--- src/rtl/parity_check_arbiter.sv ---
// Round-robin arbiter sharing one even-parity checker among NUM_REQ lanes.
// Results sit in a one-entry output register, and errors are counted per lane.
module parity_check_arbiter #(
   parameter int NUM_REQ = 4,
   parameter int DATA_W  = 4,
   parameter int CNT_W   = 8,
   parameter int ID_W    = 2
) (
   input  logic                      clk,
   input  logic                      rst_n,
   input  logic [NUM_REQ-1:0]        req_valid,
   input  logic [NUM_REQ*DATA_W-1:0] req_data,
   input  logic [NUM_REQ-1:0]        req_parity,
   output logic [NUM_REQ-1:0]        req_ready,
   output logic                      resp_valid,
   input  logic                      resp_ready,
   output logic [ID_W-1:0]           resp_id,
   output logic                      resp_error,
   input  logic                      cnt_clear,
   output logic [NUM_REQ*CNT_W-1:0]  err_cnt,
   output logic                      dbg_full
);

   // Handshakes: a word or result moves on any cycle where valid && ready;
   // valid never waits on ready, and ready is never a function of the payload.
   typedef enum logic {EMPTY = 1'b0, FULL = 1'b1} state_t;

   state_t                         state_q, state_d;
   logic [ID_W-1:0]                ptr_q, ptr_d;
   logic [ID_W-1:0]                id_q, id_d;
   logic                           err_q, err_d;
   logic [NUM_REQ-1:0][CNT_W-1:0]  cnt_q, cnt_d;

   logic                           issue_ok;
   logic [NUM_REQ-1:0]             grant;
   logic [ID_W-1:0]                grant_id;
   logic [ID_W-1:0]                idx;
   logic                           found;
   logic                           grant_err;
   logic                           count_inc;

   assign issue_ok = (state_q == EMPTY) || resp_ready;

   // Search starts one past the last winner and wraps around.
   always_comb begin
      grant    = '0;
      grant_id = '0;
      idx      = '0;
      found    = 1'b0;
      for (int k = 1; k <= NUM_REQ; k++) begin
         idx = ID_W'((int'(ptr_q) + k) % NUM_REQ);
         if (!found && req_valid[idx]) begin
            found       = 1'b1;
            grant[idx]  = 1'b1;
            grant_id    = idx;
         end
      end
      if (!issue_ok || !rst_n) begin
         grant    = '0;
         grant_id = '0;
      end
   end

   always_comb begin
      grant_err = 1'b0;
      for (int i = 0; i < NUM_REQ; i++) begin
         grant_err = grant_err |
                     (grant[i] & ((^req_data[i*DATA_W +: DATA_W]) ^ req_parity[i]));
      end
   end

   always_comb begin
      state_d = state_q;
      ptr_d   = ptr_q;
      id_d    = id_q;
      err_d   = err_q;
      if (issue_ok) begin
         if (|grant) begin
            state_d = FULL;
            ptr_d   = grant_id;
            id_d    = grant_id;
            err_d   = grant_err;
         end else begin
            state_d = EMPTY;
         end
      end
   end

   assign count_inc = (state_q == FULL) && resp_ready && err_q;

   // Clear takes priority over an increment landing in the same cycle.
   always_comb begin
      cnt_d = cnt_q;
      for (int i = 0; i < NUM_REQ; i++) begin
         if (cnt_clear) begin
            cnt_d[i] = '0;
         end else if (count_inc && (id_q == ID_W'(i)) && (cnt_q[i] != '1)) begin
            cnt_d[i] = cnt_q[i] + CNT_W'(1);
         end
      end
   end

   always_ff @(posedge clk) begin
      if (!rst_n) begin
         state_q <= EMPTY;
         ptr_q   <= ID_W'(NUM_REQ - 1);
         id_q    <= '0;
         err_q   <= 1'b0;
         cnt_q   <= '0;
      end else begin
         state_q <= state_d;
         ptr_q   <= ptr_d;
         id_q    <= id_d;
         err_q   <= err_d;
         cnt_q   <= cnt_d;
      end
   end

   assign req_ready  = grant;
   assign resp_valid = (state_q == FULL);
   assign resp_id    = id_q;
   assign resp_error = err_q;
   assign err_cnt    = cnt_q;
   assign dbg_full   = (state_q == FULL);

endmodule

--- config.mk ---
export PLATFORM = sky130hd
export DESIGN_NAME = parity_check_arbiter
export DESIGN_NICKNAME = d
export VERILOG_FILES = /design/src/rtl/parity_check_arbiter.sv
export SDC_FILE = /design/constraint.sdc
export NUM_CORES = 1
export LEC_CHECK = 0
export BUFFER_PORTS_ARGS = -buffer_cell sky130_fd_sc_hd__buf_2
export CORE_MARGIN = 1.5
export CORE_UTILIZATION = 47
export CTS_CLUSTER_SIZE = 10
export DETAILED_ROUTE_END_ITERATION = 10
export PLACE_DENSITY = 0.74
export SLEW_MARGIN = 20
export SYNTH_ARGS = -nofsm -noshare
export SYNTH_HDL_FRONTEND = slang
export SYNTH_SLANG_ARGS = --single-unit
--- constraint.sdc ---
create_clock -name clk -period 4 [get_ports clk]
set_input_delay 0.2 -clock clk [delete_from_list [all_inputs] [get_ports clk]]
set_output_delay 0.2 -clock clk [all_outputs]
set_load 0.1 [all_outputs]
## Word-level counts from Yosys, hierarchy flattened

Index checks and enable logic that the tools add are counted.

| operators by class | value |
|---|---|
| add/subtract/negate cells | 8 |
| order comparisons | 8 |
| equality and inequality tests | 7 |
| mux-type cells | 30 |
| bitwise logic cells | 16 |
| reduce and logical (&&, ||, !) cells | 32 |

Operator list:

| kind | number |
|---|---|
| 8-bit by 1-bit adder with 8-bit output, second input constant | 4 |
| 8-bit inequality test, second input constant | 4 |
| 4-bit 2-to-1 mux | 5 |
| 1-bit logical AND | 17 |
| 4-bit XOR reduction | 4 |
| 2-bit by 3-bit less-than comparator with 1-bit output, second input constant | 4 |
| 1-bit 2-to-1 mux | 12 |
| 4-bit OR | 3 |
| 2-bit 2-to-1 mux | 5 |
| 1-bit binary-select mux with 2-bit select | 4 |
| 1-bit demux with 2-bit select | 4 |
| 2-bit by 1-bit >= comparator with 1-bit output, second input constant | 4 |
| 1-bit logical NOT | 5 |
| 2-bit by 1-bit adder with 2-bit output, second input constant | 2 |
| 2-bit adder, second input constant | 2 |
| 1-bit bitwise AND | 4 |
| 2-bit == test, second input constant | 2 |
| 4-bit OR reduction | 1 |
| 1-bit bitwise XOR | 4 |
| 1-bit OR | 3 |
| 2-bit by 1-bit == test with 1-bit output, second input constant | 1 |
| 2-bit logical NOT | 1 |
| 1-bit logical OR | 2 |
| 1-bit inverter | 2 |
| 2 further kinds | 2 |

| storage, ports and cells | value |
|---|---|
| bits in registers | 38 |
| output and inout port bits | 41 |
| logic and storage cells | 109 |

## Logic depth before layout (Yosys ltp)

Gate-level depths: netlist of the first run.

| depth | value |
|---|---|
| word-level depth | 18 |
| depth in mapped cells | 12 |
| depth with buffers taken out | 9 |

## Worst setup path before layout of the first run

Ideal clock, no wire load.

| path | value |
|---|---|
| kind | reg2reg |
| from | reg ptr_q[0] |
| to | reg err_q, in the netlist resp_error |
| arrival | 2,572 ps |
| data required time | 3,876 ps |
| slack | 1,304 ps |
| stages on the path, launching flop included | 12 |
| buffers on the path | 3 |
| clock period less this slack | 2,696 ps |
| cell sequence | dfxtp_1 -> buf_6 -> inv_1 -> ha_1 -> buf_2 -> mux2i_1 -> mux2i_1 -> a221oi_1 -> o22a_2 -> and4_4 -> buf_6 -> o311a_2 |

| on the way | value |
|---|---|
| longest elaborated chain between the ends | 18 |
| elaborated cells between the ends (all ways) | 58 |
| classes of those cells | 4 x add/sub; 8 x order compare; 24 x mux; 10 x bitwise; 12 x reduce/logical |

Ends and longest elaborated chain:

| what | RTL line | RTL |
|---|---|---|
| from (decl) | 29 | `logic [ID_W-1:0] ptr_q, ptr_d;` |
| from (signal assigned) | 106 | `ptr_q <= ID_W'(NUM_REQ - 1);` |
| from (signal assigned) | 112 | `ptr_q <= ptr_d;` |
| parallel branches: the longest is 12 deep, another holds 2-bit by 3-bit less-than comparator with 1-bit output | n/a |  |
| 4-bit 2-to-1 mux (*) | 52 | `if (!found && req_valid[idx]) begin` |
| 4-bit 2-to-1 mux (*) | 58 | `if (!issue_ok \|\| !rst_n) begin` |
| 1-bit bitwise AND | 68 | `(grant[i] & ((^req_data[i*DATA_W +: DATA_W]) ^ req_parity[i]));` |
| 1-bit OR (3 in a row) | 67 | `grant_err = grant_err \|` |
| to (signal assigned) | 114 | `err_q <= err_d;` |
| to (decl) | 31 | `logic err_q, err_d;` |

Mark *: on every way between the ends. The select of a mux whose other input is x is not followed.
A chain may end at the register's enable or synchronous reset.

## Worst setup path in the final report of the first run

| path | value |
|---|---|
| from | reg ptr_q[0] |
| to | out req_ready[3] |

| on the way | value |
|---|---|
| longest elaborated chain between the ends | 14 |
| elaborated cells between the ends (all ways) | 49 |
| classes of those cells | 4 x add/sub; 8 x order compare; 24 x mux; 3 x bitwise; 10 x reduce/logical |

Ends and longest elaborated chain:

| what | RTL line | RTL |
|---|---|---|
| parallel branches: the longest is 12 deep, another holds 2-bit by 3-bit less-than comparator with 1-bit output | n/a |  |
| 4-bit 2-to-1 mux (*) | 52 |  |
| 4-bit 2-to-1 mux (*) | 58 |  |
| to (decl) | 14 | `output logic [NUM_REQ-1:0] req_ready,` |

Marks and branches as above.

==> results.txt, run 1 <==
The floorplan step set the die height to 73.1 µm. Category of the worst setup path launch point: a flop. In the layout the commonest cells are buf_2, dfxtp_1, nor2_1.

The share of the cycle needed by the critical path after routing came out at 85.9%. After filler insertion, the fill cell instance count of the layout stands at 442. The die covers 5350 µm².

The tools report the sequential cell fraction of total power as 28.5%. Setup repair after global routing left no endpoint under its margin. The tools report the placer's final routability congestion estimate as 0.889.

The headroom to the max-slew limit is 50.1%, and the ratio of cells with drive above 1 in the final layout is 26.6%. The internal cell power is 0.000843 W. Sequential cells were found to cover 32.9% of the synthesized design area.

In this run the deepest clock path goes through 2 buffers. TritonCTS built the clock tree. VDD sags by at most 0.387 mV. The core region is 4720 µm².

Setup violations remaining at the end of the flow were counted as 0. Max-cap violations in this run came to 0. In the routed design, unresolved DRC markers number 0. Net switching is 47.3% of the power. After synthesis, the share of flip-flops with an asynchronous set or reset is 0%.

The run finished with clean final reports. With fillers left out, the area of the finished cells amounts to 2780 µm². The synthesized netlist contains 47 unique library cells. The tools report the number of setup buffers added after CTS as 0.

The first detailed-routing pass ran for 5 iterations. The total negative setup slack is 0 ns, and the minimum clock period is 3.43 ns. The logs give 2310 µm² for the netlist area before placement and 291 MHz for the highest clock rate.

The warning count from the yosys run came out at 0. Critical setup path kind: flop to output pin. The later pin in the worst-skew pair is clocked with a latency of 0.29 ns.

In this run the mean area of a mapped cell was 8.72 µm². For the pin with the worst max-slew slack, the measured transition is 0.742 ns. The post-detailed-route via-to-cell ratio is 5.22. Entering global routing, the biggest net connects 33 pins. After clock tree synthesis, the repair step resized 0 gates. The post-route worst hold slack was 0.157 ns; the portion of total power attributed to the clock network was 19.8%.

For this design the ratio of total power to cell area is 576 nW/µm². Among all flip-flop cells after synthesis, the most frequent one is dfxtp_1. STA classifies the critical path endpoint as an output pin.

Depth of the CTS H-tree: 2. The data required time of the worst path came out at 3.80 ns. The maximum fanout encountered on the critical timing path works out to 14.

For the number of hold violations in the final report, the log shows 0. Fraction of the core area covered by cells at the end of the flow: 58.8%. Leaving out fill and tap cells, the most frequent cell in the layout is buf_2. The number of buffer cells added on primary ports is 68.

The finished layout holds 398 standard cells, fillers aside. The switching power total was 0.000758 W; the effective utilization at floorplan was 48.9%. The CTS sink count came out at 38. The analysis attributes to cell leakage a power of 1.20 nW. The repair_antennas step left the layout with diodes totalling 0. For the via count of the first global-routing pass, the log shows 1835.

The run gives 5 as the number of buffers created by CTS. The final layout contains 370 nets. The worst hold-check path type was input port to flop. The number of cells after detailed placement came out at 390. In the final routed layout, each cell accounts on average for 12.5 µm. The first global-routing pass estimated 8.08 mm of wire. The overall global routing resource usage is 19.1%, and the routed wire length is 4.98 mm.

Yosys mapped a number of flops with a built-in enable equal to 0. The placed wire-length estimate after detailed placement came out at 3.67 mm. The tools report the standard cell area after detailed placement as 2670 µm². The root buffer cell chosen for the clock tree is clkbuf_8.

The number of pins exceeding their max-slew limit in the final report was 0. The run gives 69 as the number of top-level pins. The logs give 0 for the count of hold-fix buffers inserted at cts and 265 for the synthesized netlist cell count. The final antenna-violating net count came out at 0. The clock tree skew after final layout is 0.00730 ns, and the width of the die is 73.1 µm. Combinational logic burns 51.7% of the power. The logs give 0 for the initial antenna violation count and 0 for the global-route congestion overflow total. The cell row count was 25; the clock edge transition at the registers on the reported setup and hold paths was 0.08 ns.

The number of register bits inferred by synthesis was 38. Detailed routing inserted a total of 2079 vias. Data arrives at the worst endpoint at 3.23 ns. Relative to the synthesized area, the layout overhead comes to 20.2%.

For this block, the initial DRC count from the detailed router was 140. The post-synthesis net count was 305.
## registers in the layout, indices dropped and copies added (netlist names)
| signal | count |
|---|---|
| resp_id | 2 |
| dbg_full | 1 |
| err_cnt | 32 |
| resp_error | 1 |
| ptr_q | 2 |
## per-layer routing
layer	vias to the layer above	global-route usage [%]	part of all wire, %
met4	0	5.66	1.3
met1	954	24.5	46
met3	9	4.56	4.6
met2	56	31.6	48
li1	1060	-	-
met5	-	0	0
## final timing paths
check	start	depth (start not counted)	slack (ns)	end
max	ptr_q[0]	8	0.57	req_ready[3]
min reg2reg	err_cnt[5]	2	0.50	err_cnt[5]
min	rst_n	2	0.16	ptr_q[1]
max reg2reg	ptr_q[0]	8	0.80	resp_error
## layout make-up
cell class,instances,area [µm²],area share (%)
well taps,67,83.8,3.02
repair buffers,69,348,12.5
inverters,9,33.8,1.22
clock inverters,3,40.0,1.44
clock buffers,5,68.8,2.48
flip-flops and latches,38,761,27.4
multi-input cells,207,1440,51.9
## cell usage after synthesis (2+ instances only)
library cell  number  area share [%]
a2111oi_0          2            0.76
a21oi_1            7             1.5
a221oi_1           5             1.9
a22oi_1            3            0.97
and3_1             3            0.81
buf_4              2            0.65
buf_6              3             1.5
clkbuf_1           4            0.65
dfxtp_1           38              33
ha_1              12             6.5
inv_1              9             1.5
mux2i_1            7             3.0
nand2_1           24             3.9
nand2b_1           3            0.81
nand3_1            9             1.9
nand3b_1           2            0.65
nand4_1           10             2.7
nor2_1            34             5.5
nor3_1             5             1.1
o21ai_0            9             1.9
o22a_1             2            0.76
o22a_2             3             1.3
o22ai_1            2            0.54
or3_1              6             1.6
or3b_1             2            0.76
xnor2_1           20             7.6
xor2_1            19             7.2
## power groups by stage
stage	Combinational, W	Sequential [W]	Clock [W]
after floorplan	0.000621	0.000557	0
after detailed placement	0.000822	0.000466	0
final	0.000827	0.000456	0.000317
after global placement	0.000804	0.000464	0
after CTS	0.000826	0.000456	0.000325
after global routing	0.000886	0.000466	0.000345
## cells by family (layout without fill, tap and decap cells)
kind of cell,after synthesis,count (layout),share of synthesized area (%)
compound gates,45,45,14.3
buf+inv,20,86,4.66
fa+ha+maj,12,12,6.50
flops,38,38,32.9
xor+xnor,39,39,14.8
simple gates,101,101,21.2
mux,10,10,5.63
## stage by stage
stage | setup WS [ns] | total power (W)
floorplan | 1.30 | 0.00118
global placement | 1.03 | 0.00127
detailed placement | 0.837 | 0.00129
CTS | 0.586 | 0.00161
global route | 0.250 | 0.00170
finish | 0.566 | 0.00160
## worst max-delay path, stage by stage, from the launching register on
cell and delay, ns:
dfxtp_1 0.66, inv_1 0.28, ha_1 0.55, mux2i_1 0.15, mux2i_1 0.44, a221oi_1 0.11
o22a_2 0.29, inv_1 0.05, buf_2 0.41
(Power assumes the default switching activity.)
==> inputs of run 2 (changes only) <==
- BUFFER_PORTS_ARGS: -buffer_cell sky130_fd_sc_hd__buf_2 -> default
- CAP_MARGIN: default -> 0
- DONT_BUFFER_PORTS: default -> 1
- PLACE_DENSITY: 0.74 -> default
==> run 2 against run 1 <==
  * Total power is 6.8% lower
  * Sequential share of layout area up 1.3 points
  * Clock-buffer cell count grew 2
  * Clock power fell by 23%
  * Combinational power decreased by 2.5%
  * Routed wire length down 3.9%
  * Largest power group unchanged
  * Die area stayed put
  * Cell count decreased by 9.0%
  * Core utilization decreased by 2.6 points
  * Critical path depth fell by 1
  * Clock skew fell by 0.0051 ns
==> results.txt, run 2 (synthesis results as in run 1) <==
The number of setup violations in the final report is 0 (unchanged), and the ratio of cells with drive above 1 in the final layout is 16.9% (-9.6 points). The first-pass GRT wire length was 7.82 mm (-3.2%). Count of hold-fix buffers inserted at cts: 1 (+1). The tools report the number of nets in the layout as 335 (-9.5%). For the cell row count, the log shows 25 (unchanged). The number of buffer cells added on primary ports is 0 (-100%), and the headroom to the max-slew limit is 30.1% (-20 points). The run gives 2 (unchanged) as the maximum buffer depth of the clock tree. The depth of the CTS H-tree is 2 (unchanged), and the clock edge transition at the registers on the reported setup and hold paths is 0.07 ns (about the same). The share of the cycle needed by the critical path after routing was 87.0% (+1.2 points). Most common cell after layout, fill and taps aside: dfxtp_1. The tools report the total inserted antenna cells as 0 (unchanged). For the met2 routing resource usage after global routing, the log shows 27.9% (-3.7 points). For the DRC marker count from the first detailed-route iteration, the log shows 201 (+44%).

For the post-cts gate resize count, the log shows 0 (unchanged). Setup repair after global routing left no endpoint under its margin. For the placer's final routability congestion estimate, the log shows 0.936 (+5.3%). The worst setup path is of the flop to output pin kind. The run gives 1.03 nW (-14%) as the leakage power. The clock tree skew after final layout was 0.00215 ns (-0.00515 ns); the number of iterations in the first detailed-routing pass was 4 (-1).

Number of hold violations in the final report: 0 (unchanged). The logs give 0 (unchanged) for the DRC violation count after routing and 5350 µm² (unchanged) for the die area. The worst setup path is captured at an output pin. The post-detailed-route via-to-cell ratio was 5.44 (+4.2%); the pin count of the biggest net entering global routing was 33 (unchanged). The clock latency of the later-clocked register in the worst-skew pair came out at 0.28 ns (about the same).

The effective utilization at floorplan is 48.9% (unchanged), and the fraction of the core area covered by cells at the end of the flow is 56.2% (-2.6 points). For the met3 demand-to-capacity share in global routing, the log shows 7.73% (+3.2 points). The number of flip-flops under the largest register name was 32 (unchanged). The highest clock rate came out at 287 MHz (-1.4%). The run finished with clean final reports. The placeable core region was 4720 µm² (unchanged). The width of the die is 73.1 µm (unchanged), and the relative area change from synthesis to final layout is 14.9%. The tools report the worst IR drop on VDD as 0.373 mV (-3.5%). TritonCTS built the clock tree. The maximum fanout encountered on the critical timing path works out to 14 (unchanged).

The initial antenna violation count was 0 (unchanged). CTS sink count: 38 (unchanged). The per-cell routed wire length was 13.2 µm (+5.6%); the data required time of the worst path was 3.80 ns (about the same).

The run gives 3.28 ns (+0.05 ns) as the data arrival time of the critical path. After global routing, the most crowded layer is met2. Max-capacitance violation count: 0 (unchanged). The total negative setup slack is 0 ns (unchanged). The number of top-level pins was 69 (unchanged); the actual transition at the worst max-transition pin was 1.05 ns (+0.305 ns). The run gives 18.4% (-0.67 points) as the overall global routing resource usage. The met1 layer usage reported by global route is 24.1% (-0.43 points), and the vertical extent of the die is 73.1 µm (unchanged). The final antenna-violating net count is 0 (unchanged), and the routed wire length is 4.78 mm (-3.9%).

Power density of the placed cells: 562 nW/µm² (-2.5%). The worst hold-check path type is input port to flop. The tree is rooted in a clkbuf_8. The tools report the number of setup buffers added after CTS as 0 (unchanged).

The global-route congestion overflow total came out at 0 (unchanged). Leaving out fill and tap cells, the most frequent cells in the layout are dfxtp_1, nor2_1, buf_4. The placed wire-length estimate after detailed placement was 3.54 mm (-3.7%); the number of pins exceeding their max-slew limit in the final report was 0 (unchanged).

The total number of vias came out at 1971 (-5.2%). The minimum clock period is 3.48 ns (+0.0475 ns), and the via count of the first global-routing pass is 1781 (-2.9%). The tools report the category of the worst setup path launch point as a flop. Number of buffers created by CTS: 5 (unchanged).
## run 2: final timing paths
| check | startpoint | end | slack, ns | cells past startpoint |
|---|---|---|---|---|
| setup / recovery | ptr_q[0] | req_ready[0] | 0.52 | 7 |
| hold reg to reg | err_cnt[17] | err_cnt[17] | 0.61 | 3 |
| hold / removal | rst_n | resp_error | 0.05 | 1 |
| setup reg to reg | ptr_q[0] | resp_id[0] | 0.87 | 9 |
## run 2: routing by layer
| layer | vias to the layer above | wire, µm |
|---|---|---|
| li1 | 998 | - |
| met1 | 907 | 2190 |
| met2 | 59 | 2160 |
| met3 | 7 | 395 |
| met4 | 0 | 36 |
| met5 | - | 0 |
## run 2: cell type report
cell class	instances	area [µm²]
multi-input combinational	207	1440
clock buffer	7	76.3
inverter	9	33.8
tap	67	83.8
fill	454	2070
timing repair buffer	34	258
sequential	38	762
## run 2: worst max-delay path: stages (launching register included)
cell and delay (ns):
dfxtp_1 0.63, inv_1 0.28, ha_1 0.54, mux2i_1 0.14
mux2i_1 0.42, a221oi_1 0.10, o22a_2 0.28, inv_1 0.61
## run 2: power by group
part           switching (W)  internal [W]  total [W]
clock network       0.000124      0.000120   0.000244
registers          0.0000380      0.000405   0.000443
logic               0.000564      0.000242   0.000806
## run 2: stage by stage
stage | std cells | power, W | instance area [µm²] | hold WS [ns] | worst slack [ns]
final | 362 | 0.00149 | 2660 | 0.0487 | 0.518
after global placement | 354 | 0.00125 | 2570 | 0.275 | 0.909
after floorplan | 265 | 0.00118 | 2310 | 0.272 | 1.30
after CTS | 362 | 0.00150 | 2660 | 0.0424 | 0.526
after global routing | 362 | 0.00158 | 2660 | 0.0336 | 0.303
after detailed placement | 354 | 0.00125 | 2570 | 0.277 | 0.839
